[src/rtl/cmplx_mult_pkg.sv]
// Shared types and switch-bus bit positions for the complex multiplier driver.
// WORD_SIZE mirrors `WORD_SIZE; SW_* name the top bits of the SW bus.
package cmplx_mult_pkg;

  localparam int unsigned WORD_SIZE  = 8;
  localparam int unsigned SW_HS_BIT  = WORD_SIZE;
  localparam int unsigned SW_RST_BIT = WORD_SIZE + 1;

  typedef logic [WORD_SIZE-1:0] word_t;

  typedef enum logic [3:0] {
    INIT_RST = 4'd0,
    INIT_REL = 4'd1,
    IDLE     = 4'd2,
    WORD_HI  = 4'd3,
    WORD_LO  = 4'd4,
    RES_RE   = 4'd5,
    RES_IM   = 4'd6,
    RES_END  = 4'd7,
    OUT      = 4'd8
  } drv_state_t;

endpackage

[src/rtl/phase_timer.sv]
// Down-counter that times one handshake phase; reloads on load and flags the
// final cycle of the phase with done.
module phase_timer #(
  parameter int HOLD_CYCLES = 16
) (
  input  logic clk,
  input  logic rst_n,
  input  logic load,
  output logic done
);

  localparam int CNT_W = $clog2(HOLD_CYCLES + 1);
  localparam logic [CNT_W-1:0] CNT_LOAD = CNT_W'(HOLD_CYCLES);
  localparam logic [CNT_W-1:0] CNT_ONE  = CNT_W'(32'd1);

  logic [CNT_W-1:0] cnt_r;

  // phase counter: loaded in reset so the first phase is already armed
  always_ff @(posedge clk or negedge rst_n) begin
    if (!rst_n) begin
      cnt_r <= CNT_LOAD;
    end else if (load) begin
      cnt_r <= CNT_LOAD;
    end else if (cnt_r != CNT_ONE) begin
      cnt_r <= cnt_r - CNT_ONE;
    end else begin
      cnt_r <= cnt_r;
    end
  end

  assign done = (cnt_r == CNT_ONE);

endmodule

[src/rtl/cmplx_mult_driver.sv]
// Plays the operator of the complex multiplier: resets it, walks one operand
// frame onto the switch bus with timed handshakes, and reads both results back.
module cmplx_mult_driver
  import cmplx_mult_pkg::*;
#(
  parameter int WORD_W      = WORD_SIZE,
  parameter int HOLD_CYCLES = 16
) (
  input  logic              clk,
  input  logic              reset_n,
  input  logic              in_valid,
  output logic              in_ready,
  input  logic [WORD_W-1:0] in_re_a,
  input  logic [WORD_W-1:0] in_im_a,
  input  logic [WORD_W-1:0] in_re_q,
  input  logic [WORD_W-1:0] in_im_q,
  output logic              out_valid,
  input  logic              out_ready,
  output logic [WORD_W-1:0] out_re,
  output logic [WORD_W-1:0] out_im,
  output logic [WORD_W+1:0] sw_out,
  input  logic [WORD_W-1:0] led_in,
  output logic              busy
);

  drv_state_t        state_r, state_nxt_s;
  logic [1:0]        idx_r, idx_nxt_s;
  logic [WORD_W-1:0] op_r [4];
  logic [WORD_W-1:0] word_sel_s;
  logic [WORD_W+1:0] sw_r, sw_nxt_s;
  logic [WORD_W-1:0] out_re_r, out_im_r;
  logic              in_ready_r, out_valid_r, busy_r;
  logic              load_s, done_s;

  phase_timer #(.HOLD_CYCLES(HOLD_CYCLES)) u_phase_timer (
    .clk   (clk),
    .rst_n (reset_n),
    .load  (load_s),
    .done  (done_s)
  );

  // state and word index registers
  always_ff @(posedge clk or negedge reset_n) begin
    if (!reset_n) begin
      state_r <= INIT_RST;
      idx_r   <= 2'd0;
    end else begin
      state_r <= state_nxt_s;
      idx_r   <= idx_nxt_s;
    end
  end

  // next-state, next index and next switch-bus value
  always_comb begin
    state_nxt_s = state_r;
    idx_nxt_s   = idx_r;
    case (state_r)
      INIT_RST: if (done_s) state_nxt_s = INIT_REL; else state_nxt_s = INIT_RST;
      INIT_REL: if (done_s) state_nxt_s = IDLE;     else state_nxt_s = INIT_REL;
      IDLE: begin
        if (in_valid) begin
          state_nxt_s = WORD_HI;
          idx_nxt_s   = 2'd0;
        end else begin
          state_nxt_s = IDLE;
        end
      end
      WORD_HI: if (done_s) state_nxt_s = WORD_LO; else state_nxt_s = WORD_HI;
      WORD_LO: begin
        if (!done_s) begin
          state_nxt_s = WORD_LO;
        end else if (idx_r == 2'd3) begin
          state_nxt_s = RES_RE;
        end else begin
          state_nxt_s = WORD_HI;
          idx_nxt_s   = idx_r + 2'd1;
        end
      end
      RES_RE:  if (done_s) state_nxt_s = RES_IM;  else state_nxt_s = RES_RE;
      RES_IM:  if (done_s) state_nxt_s = RES_END; else state_nxt_s = RES_IM;
      RES_END: if (done_s) state_nxt_s = OUT;     else state_nxt_s = RES_END;
      OUT:     if (out_ready) state_nxt_s = IDLE; else state_nxt_s = OUT;
      default: begin
        state_nxt_s = INIT_RST;
        idx_nxt_s   = 2'd0;
      end
    endcase

    // on accept the operand registers are not loaded yet, so take the port
    if (state_r == IDLE) begin
      word_sel_s = in_re_a;
    end else begin
      word_sel_s = op_r[idx_nxt_s];
    end

    sw_nxt_s             = {(WORD_W+2){1'b0}};
    sw_nxt_s[SW_RST_BIT] = (state_nxt_s != INIT_RST);
    sw_nxt_s[SW_HS_BIT]  = (state_nxt_s == WORD_HI) || (state_nxt_s == RES_IM);
    if ((state_nxt_s == WORD_HI) || (state_nxt_s == WORD_LO)) begin
      sw_nxt_s[WORD_W-1:0] = word_sel_s;
    end else begin
      sw_nxt_s[WORD_W-1:0] = {WORD_W{1'b0}};
    end
  end

  assign load_s = (state_nxt_s != state_r);

  // operand frame latched on accept
  always_ff @(posedge clk or negedge reset_n) begin
    if (!reset_n) begin
      for (int i = 0; i < 4; i++) op_r[i] <= {WORD_W{1'b0}};
    end else if ((state_r == IDLE) && in_valid) begin
      op_r[0] <= in_re_a;
      op_r[1] <= in_im_a;
      op_r[2] <= in_re_q;
      op_r[3] <= in_im_q;
    end else begin
      for (int i = 0; i < 4; i++) op_r[i] <= op_r[i];
    end
  end

  // registered outputs decoded from the upcoming state
  always_ff @(posedge clk or negedge reset_n) begin
    if (!reset_n) begin
      sw_r        <= {(WORD_W+2){1'b0}};
      in_ready_r  <= 1'b0;
      out_valid_r <= 1'b0;
      busy_r      <= 1'b1;
      out_re_r    <= {WORD_W{1'b0}};
      out_im_r    <= {WORD_W{1'b0}};
    end else begin
      sw_r        <= sw_nxt_s;
      in_ready_r  <= (state_nxt_s == IDLE);
      out_valid_r <= (state_nxt_s == OUT);
      busy_r      <= (state_nxt_s != IDLE);
      if ((state_r == RES_RE) && done_s) out_re_r <= led_in;
      else                               out_re_r <= out_re_r;
      if ((state_r == RES_IM) && done_s) out_im_r <= led_in;
      else                               out_im_r <= out_im_r;
    end
  end

  assign sw_out    = sw_r;
  assign in_ready  = in_ready_r;
  assign out_valid = out_valid_r;
  assign busy      = busy_r;
  assign out_re    = out_re_r;
  assign out_im    = out_im_r;

endmodule

[config.mk]
export PLATFORM = sky130hd
export DESIGN_NAME = cmplx_mult_driver
export DESIGN_NICKNAME = d
export VERILOG_FILES = /design/src/rtl/cmplx_mult_pkg.sv /design/src/rtl/phase_timer.sv /design/src/rtl/cmplx_mult_driver.sv
export SDC_FILE = /design/constraint.sdc
export NUM_CORES = 1
export LEC_CHECK = 0
export ABC_AREA = 1
export CAP_MARGIN = 20
export CORE_MARGIN = 2
export CORE_UTILIZATION = 55
export CTS_CLUSTER_SIZE = 25
export DETAILED_ROUTE_END_ITERATION = 8
export PLACE_DENSITY = 0.87
export RECOVER_POWER = 50
export SLEW_MARGIN = 30
export SYNTH_ARGS = -nofsm -noshare
export SYNTH_HDL_FRONTEND = slang
export SYNTH_SLANG_ARGS = --single-unit
[constraint.sdc]
create_clock -name clk -period 4.6 [get_ports clk]
set_input_delay 1.38 -clock clk [delete_from_list [all_inputs] [get_ports clk]]
set_output_delay 1.38 -clock clk [all_outputs]
set_load 0.05 [all_outputs]
Word-level counts from Yosys, hierarchy flattened. Cells that the tools add are included.

Output and inout port bits: 29. Word-level logic and storage cells: 66. Bits of input ports: 44. Bits in registers: 72.

Add/subtract/negate cells: 2. Reduce and logical (&&, ||, !) cells: 9. Eq/ne operators: 18. Muxes and demuxes: 22. Bitwise logic cells: 1. Magnitude comparators: 1.

Operators by type and width (count): 4-bit case mux with 9 select lines (1); 8-bit two-way mux (4); 4-bit by 3-bit equality test with 1-bit output (second input constant) (6); 8-bit binary-select mux with 2-bit select (1); 4-bit by 2-bit equality test with 1-bit output (second input constant) (4); 2-bit two-way mux (5); 5-bit two-way mux (2); 3-bit two-way mux (3); 4-bit equality test (second input constant) (2); 4-bit two-way mux (2); 7-bit OR reduction (1); 2-bit case mux with 3 select lines (1); 5-bit by 1-bit equality test with 1-bit output (second input constant) (1); 5-bit by 1-bit inequality test with 1-bit output (second input constant) (1); 5-bit by 1-bit subtractor with 5-bit output (second input constant) (1); 4-bit by 1-bit equality test with 1-bit output (second input constant) (1); 4-bit logical NOT (1); 4-bit by 2-bit inequality test with 1-bit output (second input constant) (1); 4-bit inequality test (1); 4-bit nonzero test (1); 3-bit >= comparator (second input constant) (1); 1-bit logical AND (3); 1-bit two-way mux (3); 2-bit inverter with 3-bit output (1); 4 further kinds (5).

Logic depth before layout (Yosys ltp). Gate-level depths: netlist of the first run.

Word-level depth: 10. Mapped depth: 14. Mapped depth without buffers: 14.

Cells and area by module. A second synthesis of the first run with hierarchy kept.

Cells, all modules: 344. Area total of the unflattened synthesis: 3488.3 um2.

By module, submodules not included: cmplx_mult_driver (cells an instance 307, area each 3183.1 um2, seq. area each 1677.9 um2, times used 1); phase_timer (cells an instance 37, area each 305.3 um2, seq. area each 126.4 um2, times used 1).

Least setup slack after synthesis of the first run. Ideal clock, no wire load.

Path type: input-to-reg. From: input port in_valid. To: register sw_r[4], in the netlist sw_out[4]. Slack: 2.400 ns. Data required time: 4.523 ns. Buffers on the path: 1. Setup time: 0.077 ns. Arrival time: 2.123 ns. Cell stages on the path: 8. Cell sequence: inv_1 -> nand3_2 -> nand3_4 -> buf_6 -> nand2_1 -> nand3_1 -> nand2_1 -> a21oi_1.

Word-level cells in the longest chain between the ends: 8. Elaborated cells on any way between the ends: 13. Those cells by class: 2 x eq/ne; 9 x mux; 1 x bitwise; 1 x reduce/logical.

Ends and longest elaborated chain: start, declared (line cmplx_mult_driver.sv:11) `input logic in_valid,`; 2-bit two-way mux (line cmplx_mult_driver.sv:61) `if (in_valid) begin`; 2-bit case mux with 3 select lines (line cmplx_mult_driver.sv:57) `case (state_r)`; net idx_nxt_s[0] (line cmplx_mult_driver.sv:27) `logic [1:0] idx_r, idx_nxt_s;`; 2-bit inverter with 3-bit output (not written as such) (line cmplx_mult_driver.sv:93) `word_sel_s = op_r[idx_nxt_s];`; 8-bit binary-select mux with 2-bit select (line cmplx_mult_driver.sv:93); 8-bit two-way mux (not written as such) (2 in series) (line cmplx_mult_driver.sv:93); 8-bit two-way mux (line cmplx_mult_driver.sv:90) `if (state_r == IDLE) begin`; 8-bit two-way mux (line cmplx_mult_driver.sv:99) `if ((state_nxt_s == WORD_HI) || (state_nxt_s == WORD_LO)) begin`; net sw_nxt_s[4] (line cmplx_mult_driver.sv:30) `logic [WORD_W+1:0] sw_r, sw_nxt_s;`; end signal, assigned (line cmplx_mult_driver.sv:125) `sw_r <= {(WORD_W+2){1'b0}};`; end signal, assigned (line cmplx_mult_driver.sv:132) `sw_r <= sw_nxt_s;`; end, declared (line cmplx_mult_driver.sv:30).

The timed path passes the listed nets, and every way through them passes these cells. The select of a mux whose other input is x is not followed. A chain may end at the register's enable or synchronous reset.

==> results of run 1 <==
-- cell families after synthesis --
logic type | count (synthesis) | share of synthesized area (%)
compound gates | 46 | 7.20
xor+xnor | 3 | 0.742
fa+ha+maj | 2 | 0.706
buf+inv | 53 | 6.21
flops | 72 | 50.9
mux | 21 | 6.67
simple gates | 194 | 27.5
-- worst min-delay path, stage by stage, from the launching register on --
cell and delay [ps]:
sky130_fd_sc_hd__dfrtp_1 340, sky130_fd_sc_hd__nand2_1 50, sky130_fd_sc_hd__o21ai_0 60
-- path summary, 6_finish.rpt --
kind / startpoint / end / slack [ps] / depth (start not counted)
setup / recovery: reset_n / u_phase_timer.cnt_r[1] / 1410 / 1
hold / removal: out_re[6] / out_re[6] / 480 / 2
setup reg to reg: u_phase_timer.cnt_r[1] / sw_out[7] / 1860 / 12
hold reg to reg: out_re[6] / out_re[6] / 480 / 2
max in group clk: busy / busy / 1560 / 1
min in group asynchronous: reset_n / out_valid / 1770 / 1
-- registers in the layout, indices dropped and copies added (netlist names), 2 cells and up --
signal,count
sw_out,10
idx_r,2
op_r,32
out_im,8
out_re,8
u_phase_timer.cnt_r,5
state_r,4
-- placed cells by master, fill, tap and decap left out, types with 4 or more instances in the layout --
cell type / count
sky130_fd_sc_hd__mux2_2: 21
sky130_fd_sc_hd__nand3_2: 5
sky130_fd_sc_hd__nand4_1: 18
sky130_fd_sc_hd__a21oi_1: 14
sky130_fd_sc_hd__nor2_4: 4
sky130_fd_sc_hd__nand2_1: 94
sky130_fd_sc_hd__nor2_2: 6
sky130_fd_sc_hd__dlygate4sd3_1: 9
sky130_fd_sc_hd__o21ai_0: 28
sky130_fd_sc_hd__nor2_1: 20
sky130_fd_sc_hd__clkbuf_8: 10
sky130_fd_sc_hd__inv_1: 35
sky130_fd_sc_hd__inv_2: 5
sky130_fd_sc_hd__nand2_2: 8
sky130_fd_sc_hd__clkdlybuf4s50_1: 62
sky130_fd_sc_hd__nand3_1: 31
sky130_fd_sc_hd__dfrtp_1: 70
-- power groups by stage --
stage	registers [mW]	logic [mW]	clock network, mW
6_report	0.980	1.00	0.508
2_1_floorplan	1.10	0.586	0
4_1_cts	0.976	1.02	0.514
5_1_grt	1.00	1.12	0.538
3_3_place_gp	0.978	0.969	0
3_5_place_dp	0.985	1.01	0
-- cell usage after synthesis, drive strengths merged --
master  instances  area [µm²]
a21oi          15        78.8
buf             7        47.5
clkbuf          6        22.5
dfrtp          70        1750
dfstp           2        52.6
ha              2        25.0
inv            40         150
mux2           21         236
nand2         104         428
nand3          37         223
nand3b          2        27.5
nand4          18         113
nor2           30         165
nor3            3        20.0
o211ai          1        7.51
o21ai          30         169
xnor2           1        8.76
xor2            2        17.5
-- per-stage QoR --
step | power (mW) | setup WS (ps) | hold WS [ps] | std cells
floorplan | 1.69 | 2400 | 453 | 391
global placement | 1.95 | 1480 | 466 | 530
detailed placement | 1.99 | 1430 | 475 | 530
CTS | 2.51 | 1550 | 494 | 546
global route | 2.66 | 828 | 515 | 546
finish | 2.49 | 1410 | 483 | 546
-- layer usage --
layer	vias up	wire length (µm)	global-route usage (%)
li1	1433	-	-
met1	1371	3450	33.4
met2	110	4070	40.3
met3	16	468	4.62
met4	0	167	10.4
met5	-	0	0
-- area by class of cell --
type                       instances  area [µm²]
clock buffer                      10         138
clock inverter                     6        66.3
fill                             452        1780
inverter                          40         150
multi-input combinational        266        1510
sequential                        72        1800
tap                               77        96.3
timing repair buffer              75         737
==> summary by stage, run 1 <==
Outcome
The run finished, with violations left. The checks that failed: max-capacitance violations, max-slew violations.

Placement
The placed cell area is 4310 µm². Port buffering added 72 buffers. After legalization and detailed placement, the total HPWL measured 5.95 mm.

The final RePlAce weighted congestion is 0.903.

Finish
The area growth from synthesis to layout is 26.9%. The net count of the finished layout is 510. The fraction of final layout cells sized beyond drive strength 1 is 16.6%. 0 antenna diodes ended up in the layout. The share of the core filled with cells is between 70% and 80%. The finished cells cover 4500 µm².

Clock tree
The clock reaches the later pin of the worst-skew pair after 350 ps. The clock buffer count from CTS is 9. The library cell used as clock root buffer is sky130_fd_sc_hd__clkbuf_8. In this run the number of H-tree levels came out at 3. The clock edge transition at the registers on the reported setup and hold paths is around 70 ps. The number of gates resized after CTS was 0. The number of setup buffers added after CTS is 0. The clock tree from TritonCTS is yes. Counting along the longest clock path gives a buffer depth of 2. Buffers inserted to repair hold after CTS numbered 0. The CTS sink count is 72.

Timing
Setup repair after global routing left no endpoint under its margin. The number of failing setup endpoints in the final timing report is 0. Headroom to the max-slew limit came out at -64.0%.

The number of failing hold endpoints at the final stage is 0. The number of max-slew violations in the final report came to ~50. The clock period minus worst slack is 3190 ps. In the final timing run, aggregate negative setup slack is 0 ps. At the pin with the least slew margin, the transition time is 2460 ps.

The largest clock skew in the final design is around 17 ps. After layout, the worst path uses 69.4% of the clock period. For this run, the top clock speed supported by timing is 313 MHz.

GRT
The initial antenna violation count is 0. The largest net degree at the start of global routing is 49. The number of global-route vias before repair is 2918. The first global-routing pass estimated 14.0 mm of wire. Global routing used 25.0% of the available tracks across all layers. For this run the aggregate overflow at the end of global routing stands at 0.

Worst setup path
Of all nets on the critical path, the largest fanout is 48. The startpoint-to-endpoint class of the critical path is primary input to asynchronous set/reset pin. Counting both buffers and inverters, the worst setup path holds a total of 1. For this run, the slowest stage of the critical path takes 1710 ps. The startpoint class of the critical path is a primary input. In this design, the largest share of critical-path delay is due to buffers and inverters.

The worst setup path is captured at an asynchronous set/reset pin. The critical path goes through clkbuf_1. STA puts the critical path data required time at around 4500 ps. On the critical path, the stage with the largest delay is an instance of sky130_fd_sc_hd__clkbuf_1. The critical path data arrival time is around 3100 ps.

Logic synthesis
The number of different library cells used by synthesis comes to 31. Counting every instance in the synthesized netlist gives 391. The net count after synthesis is 437. The total of warnings raised by yosys is 0.

The number of flip-flops and latches in the synthesized netlist is between 70 and 80. Dividing the synthesized area by the synthesized cell count gives 9.06 µm². In this run the cell area of the synthesized design comes to 3540 µm². Of the synthesized area, sequential elements account for ~51%.

Power
Combinational logic is responsible for 40.3% of the overall power. Of the total power, registers draw 39.3%. The internal cell power is 1.51 mW.

In this run the power spent charging and discharging nets is 0.984 mW. Dividing total power by cell area gives a power density of 554 nW/µm². Of the total power, the share spent switching nets is 39.5%. Across the VDD grid, the largest voltage drop is 0.430 mV. The leakage power total is 2.10 nW. The clock network is responsible for 20.4% of the overall power.

Route
The antenna violation net count after detailed routing is 0. In the final routed layout, each cell accounts on average for between 10 and 15 µm. Wires add up to 8.15 mm. The mean number of vias per cell is between 5 and 6. For this run, design rule violations remaining after detail routing come to 0. The via count is 2930.

The first detailed-routing pass ran for 4 iterations. The detailed router finished its first iteration with between 200 and 250 violations.

Floorplan
The area of the die is 7100 µm². The floorplan step set the die width to 84.3 µm. The initial utilization of the core area, before any placement, comes to 56.4%. 73 I/O pins were placed. The area of the core is 6280 µm². The vertical die dimension is 84.3 µm.

The number of rows created at floorplan is 29.

Worst hold path
The class of the most critical hold timing path is flip-flop to flip-flop.

Job
Max-cap violations in this run came to 1.
Power figures use the tool's default switching activity.
==> run 2, diff against run 1 <==
--- a/config.mk
+++ b/config.mk
@@ -8,10 +8,10 @@
 export ABC_AREA = 1
 export CAP_MARGIN = 20
 export CORE_MARGIN = 2
-export CORE_UTILIZATION = 55
+export CORE_UTILIZATION = 46
 export CTS_CLUSTER_SIZE = 25
 export DETAILED_ROUTE_END_ITERATION = 8
-export PLACE_DENSITY = 0.87
+export PLACE_DENSITY = 0.78
 export RECOVER_POWER = 50
 export SLEW_MARGIN = 30
 export SYNTH_ARGS = -nofsm -noshare
==> constraint.sdc (replaced) <==
create_clock -name clk -period 2.7 [get_ports clk]
set_input_delay 0.81 -clock clk [delete_from_list [all_inputs] [get_ports clk]]
set_output_delay 0.81 -clock clk [all_outputs]
set_load 0.05 [all_outputs]
==> run 2 against run 1 <==
Compared with the run above: non-clock buffer count grew 2; utilization down 11 points; sequential power increased by 72%; count of clock-buffer cells in the layout rose by 2; highest routed layer unchanged; register-to-register slack lost 1600 ps; largest cell class unchanged; sequential cell count did not move; power increased by 79%; sequential share of layout area down 0.83 points; clock power grew 110%; the run still ends with max-capacitance violations, max-slew violations left; critical path depth unchanged.
==> summary by stage, run 2 (synthesis results as in run 1) <==
Worst setup path
The depth of the worst register-to-register path is 6. In this run the register-to-register setup slack is 290 ps. Of all nets on the critical path, the largest fanout is 1. For this design, the slowest cell found on the critical path is sky130_fd_sc_hd__clkdlybuf4s50_1.

The number of buffers and inverters on the critical path is 1. The reg-to-reg critical path endpoint is op_r[4]. Traced cell by cell, the critical path runs through clkdlybuf4s50_1. The required time of the critical path is 1890 ps. Data on the critical path arrives at its endpoint at ~1700 ps. In this run the number of cells on the critical path is 1. The maximum cell stage delay along the critical path is just under 800 ps. In this run the worst setup path terminates at busy. The startpoint-to-endpoint class of the critical path is flip-flop to primary output. The nature of the critical path endpoint is a primary output.

The family with the most delay on the worst path is buffers and inverters. In this run the critical register-to-register path is launched from state_r[3]. STA classifies the critical path startpoint as a flip-flop. The start point of the critical path is busy.

GRT
The initial antenna violation count is 0. Entering global routing, the biggest net connects between 70 and 80 pins. For met1 alone, demand over resource in global routing was around 28%.

Global routing used 20.9% of the available tracks across all layers. The met2 capacity usage during global routing is 32.2%. Global routing finished with a remaining overflow of 0. The met3 track demand over resource in global routing is 4.93%. The first-pass GRT wire length is 13.8 mm. The number of global-route vias before repair was between 2000 and 3000. The layer with the highest usage is met2.

Clock tree
The clock buffer count from CTS is 9. The CTS H-tree depth is 3. The insertion delay of the later-clocked pin in the worst-skew pair is about 340 ps.

TritonCTS built the clock tree. The number of gates given a new drive strength after cts is 0. For this design, the sink count on the clock tree is 72. After clock tree synthesis, the clock-pin slew on the worst setup and hold paths is about 80 ps. Buffers added to address setup during post-CTS repair amount to 0. The hold buffer count at CTS is 0.

The maximum clock path buffer count is 2. The library cell used as clock root buffer is sky130_fd_sc_hd__clkbuf_8.

Route
The antenna violation net count after detailed routing is 0. The via count is 2961. Dividing the detail-routed wire length by the instance count gives 14.1 µm. In the routed design, unresolved DRC markers number 0. The pre-antenna-repair detailed-routing pass consisted of 5 iterations. The violation count after the first detailed-route iteration is 172. After detailed routing, the number of vias per cell comes to about 5.2.

For this block, the routed nets add up to around 8 mm of wire.

Finish
0 antenna diodes ended up in the layout. The flip-flop count of the largest register, all copies and words added is 32. Ranked by flip-flop count, first place goes to op_r. Once layout is done, the placed cells without fillers occupy 4590 µm². In the layout the commonest cells are sky130_fd_sc_hd__nand2_1 (96), sky130_fd_sc_hd__clkdlybuf4s50_1 (71), sky130_fd_sc_hd__dfrtp_1 (70), sky130_fd_sc_hd__inv_1 (36), sky130_fd_sc_hd__nand3_1 (31). The fraction of final layout cells sized beyond drive strength 1 is between 15 and 20%.

The count of nets after finishing is 512. The growth of design area from synthesis to finish is 29.6%. The share of the core filled with cells is 60.4%.

The number of non-filler instances in the completed layout is 573. The most common cell after layout, fill and taps aside is sky130_fd_sc_hd__nand2_1.

Worst hold path
The startpoint of the most critical hold path is out_im[6]. The class of the most critical hold timing path is flip-flop to flip-flop.

Power
Summed over all cells, the static leakage comes to 2.14 nW. The peak supply drop is approximately 0.51 mV. The internal cell power is 2.79 mW.

The switching power is 1.67 mW. In this run the power density over the cells is 971 nW/µm². The fraction of power consumed by the clock network is roughly a quarter. The switching share of power is 37.4%. Per report_power, the sequential group accounts for 37.8% of the total. The logic gate share of total power is 38.0%.

Timing
At the pin with the least slew margin, the transition time is 1690 ps. The clock period minus worst slack is ~2500 ps. The largest clock skew in the final design is 8.14 ps. Setup repair after global routing left no endpoint under its margin. In the final timing run, aggregate negative setup slack is 0 ps. The number of failing hold endpoints at the final stage is 0. The worst slew margin relative to its limit is -12.9%. The worst hold slack after final layout is 493 ps.

The worst path uses 91.2% of the clock period. Setup violations remaining at the end of the flow were counted as 0. The highest clock rate is 406 MHz.

The number of max-slew violations in the final report is 73.

Floorplan
The die covers roughly 8400 µm². The region available for standard cell placement spans 7610 µm². The floorplan has 32 rows. The die is around 92 µm wide.

The initial cell density of the core is a little under half. From bottom edge to top edge, the die measures 91.8 µm. The number of primary I/O pins is 73.

Placement
Routability-driven placement finished with a final weighted congestion of 0.911. The placed cell area is approximately 4400 µm². The number of cells in the design after placement is 557. Input and output buffers added on the ports amount to 72. The HPWL after detailed placement is 5.87 mm.

Outcome
The final reports fail on max-capacitance violations, max-slew violations. The flow ran to the end, but the final reports show violations.

Job
Max-cap violations in this run came to 1.
## run 2: worst min-delay path by stage
stage                     slack [ps]         to  depth (start not counted)
after floorplan                  450   op_r[30]                          2
after global placement           470  out_re[0]                          2
after detailed placement         480  out_im[6]                          2
after CTS                        490  sw_out[0]                          2
after global routing             520  out_im[0]                          2
final                            490  out_im[6]                          2
## run 2: area by class of cell
type	instances	area (µm²)
clock inverter	4	98.8
clock buffer	12	155
timing repair buffer	77	748
multi-input combinational	266	1510
sequential	72	1800
tap	102	128
inverter	40	150
fill	644	3020
## run 2: tightest hold or removal path, cell delays in order (launching register included)
cell,delay (ps)
sky130_fd_sc_hd__dfrtp_1,350
sky130_fd_sc_hd__nand2_1,50
sky130_fd_sc_hd__o21ai_0,60
## run 2: layer usage
| layer | wire, µm | share of wire [%] |
|---|---|---|
| met5 | 0 | 0 |
| met4 | 165 | 2.0 |
| met3 | 476 | 5.9 |
| met2 | 3900 | 48 |
| met1 | 3510 | 44 |
## run 2: through the flow
stage	power [mW]	setup WS, ps
final	4.46	238
after global routing	4.75	101
after CTS	4.49	221
after detailed placement	3.41	283
after global placement	3.35	330
after floorplan	2.88	981
## run 2: power by group through the flow
stage / registers, mW / logic (mW) / clock network, mW
after floorplan: 1.88 / 0.999 / 0
after global placement: 1.69 / 1.66 / 0
after detailed placement: 1.70 / 1.71 / 0
after CTS: 1.68 / 1.71 / 1.10
after global routing: 1.72 / 1.87 / 1.16
final: 1.69 / 1.70 / 1.08
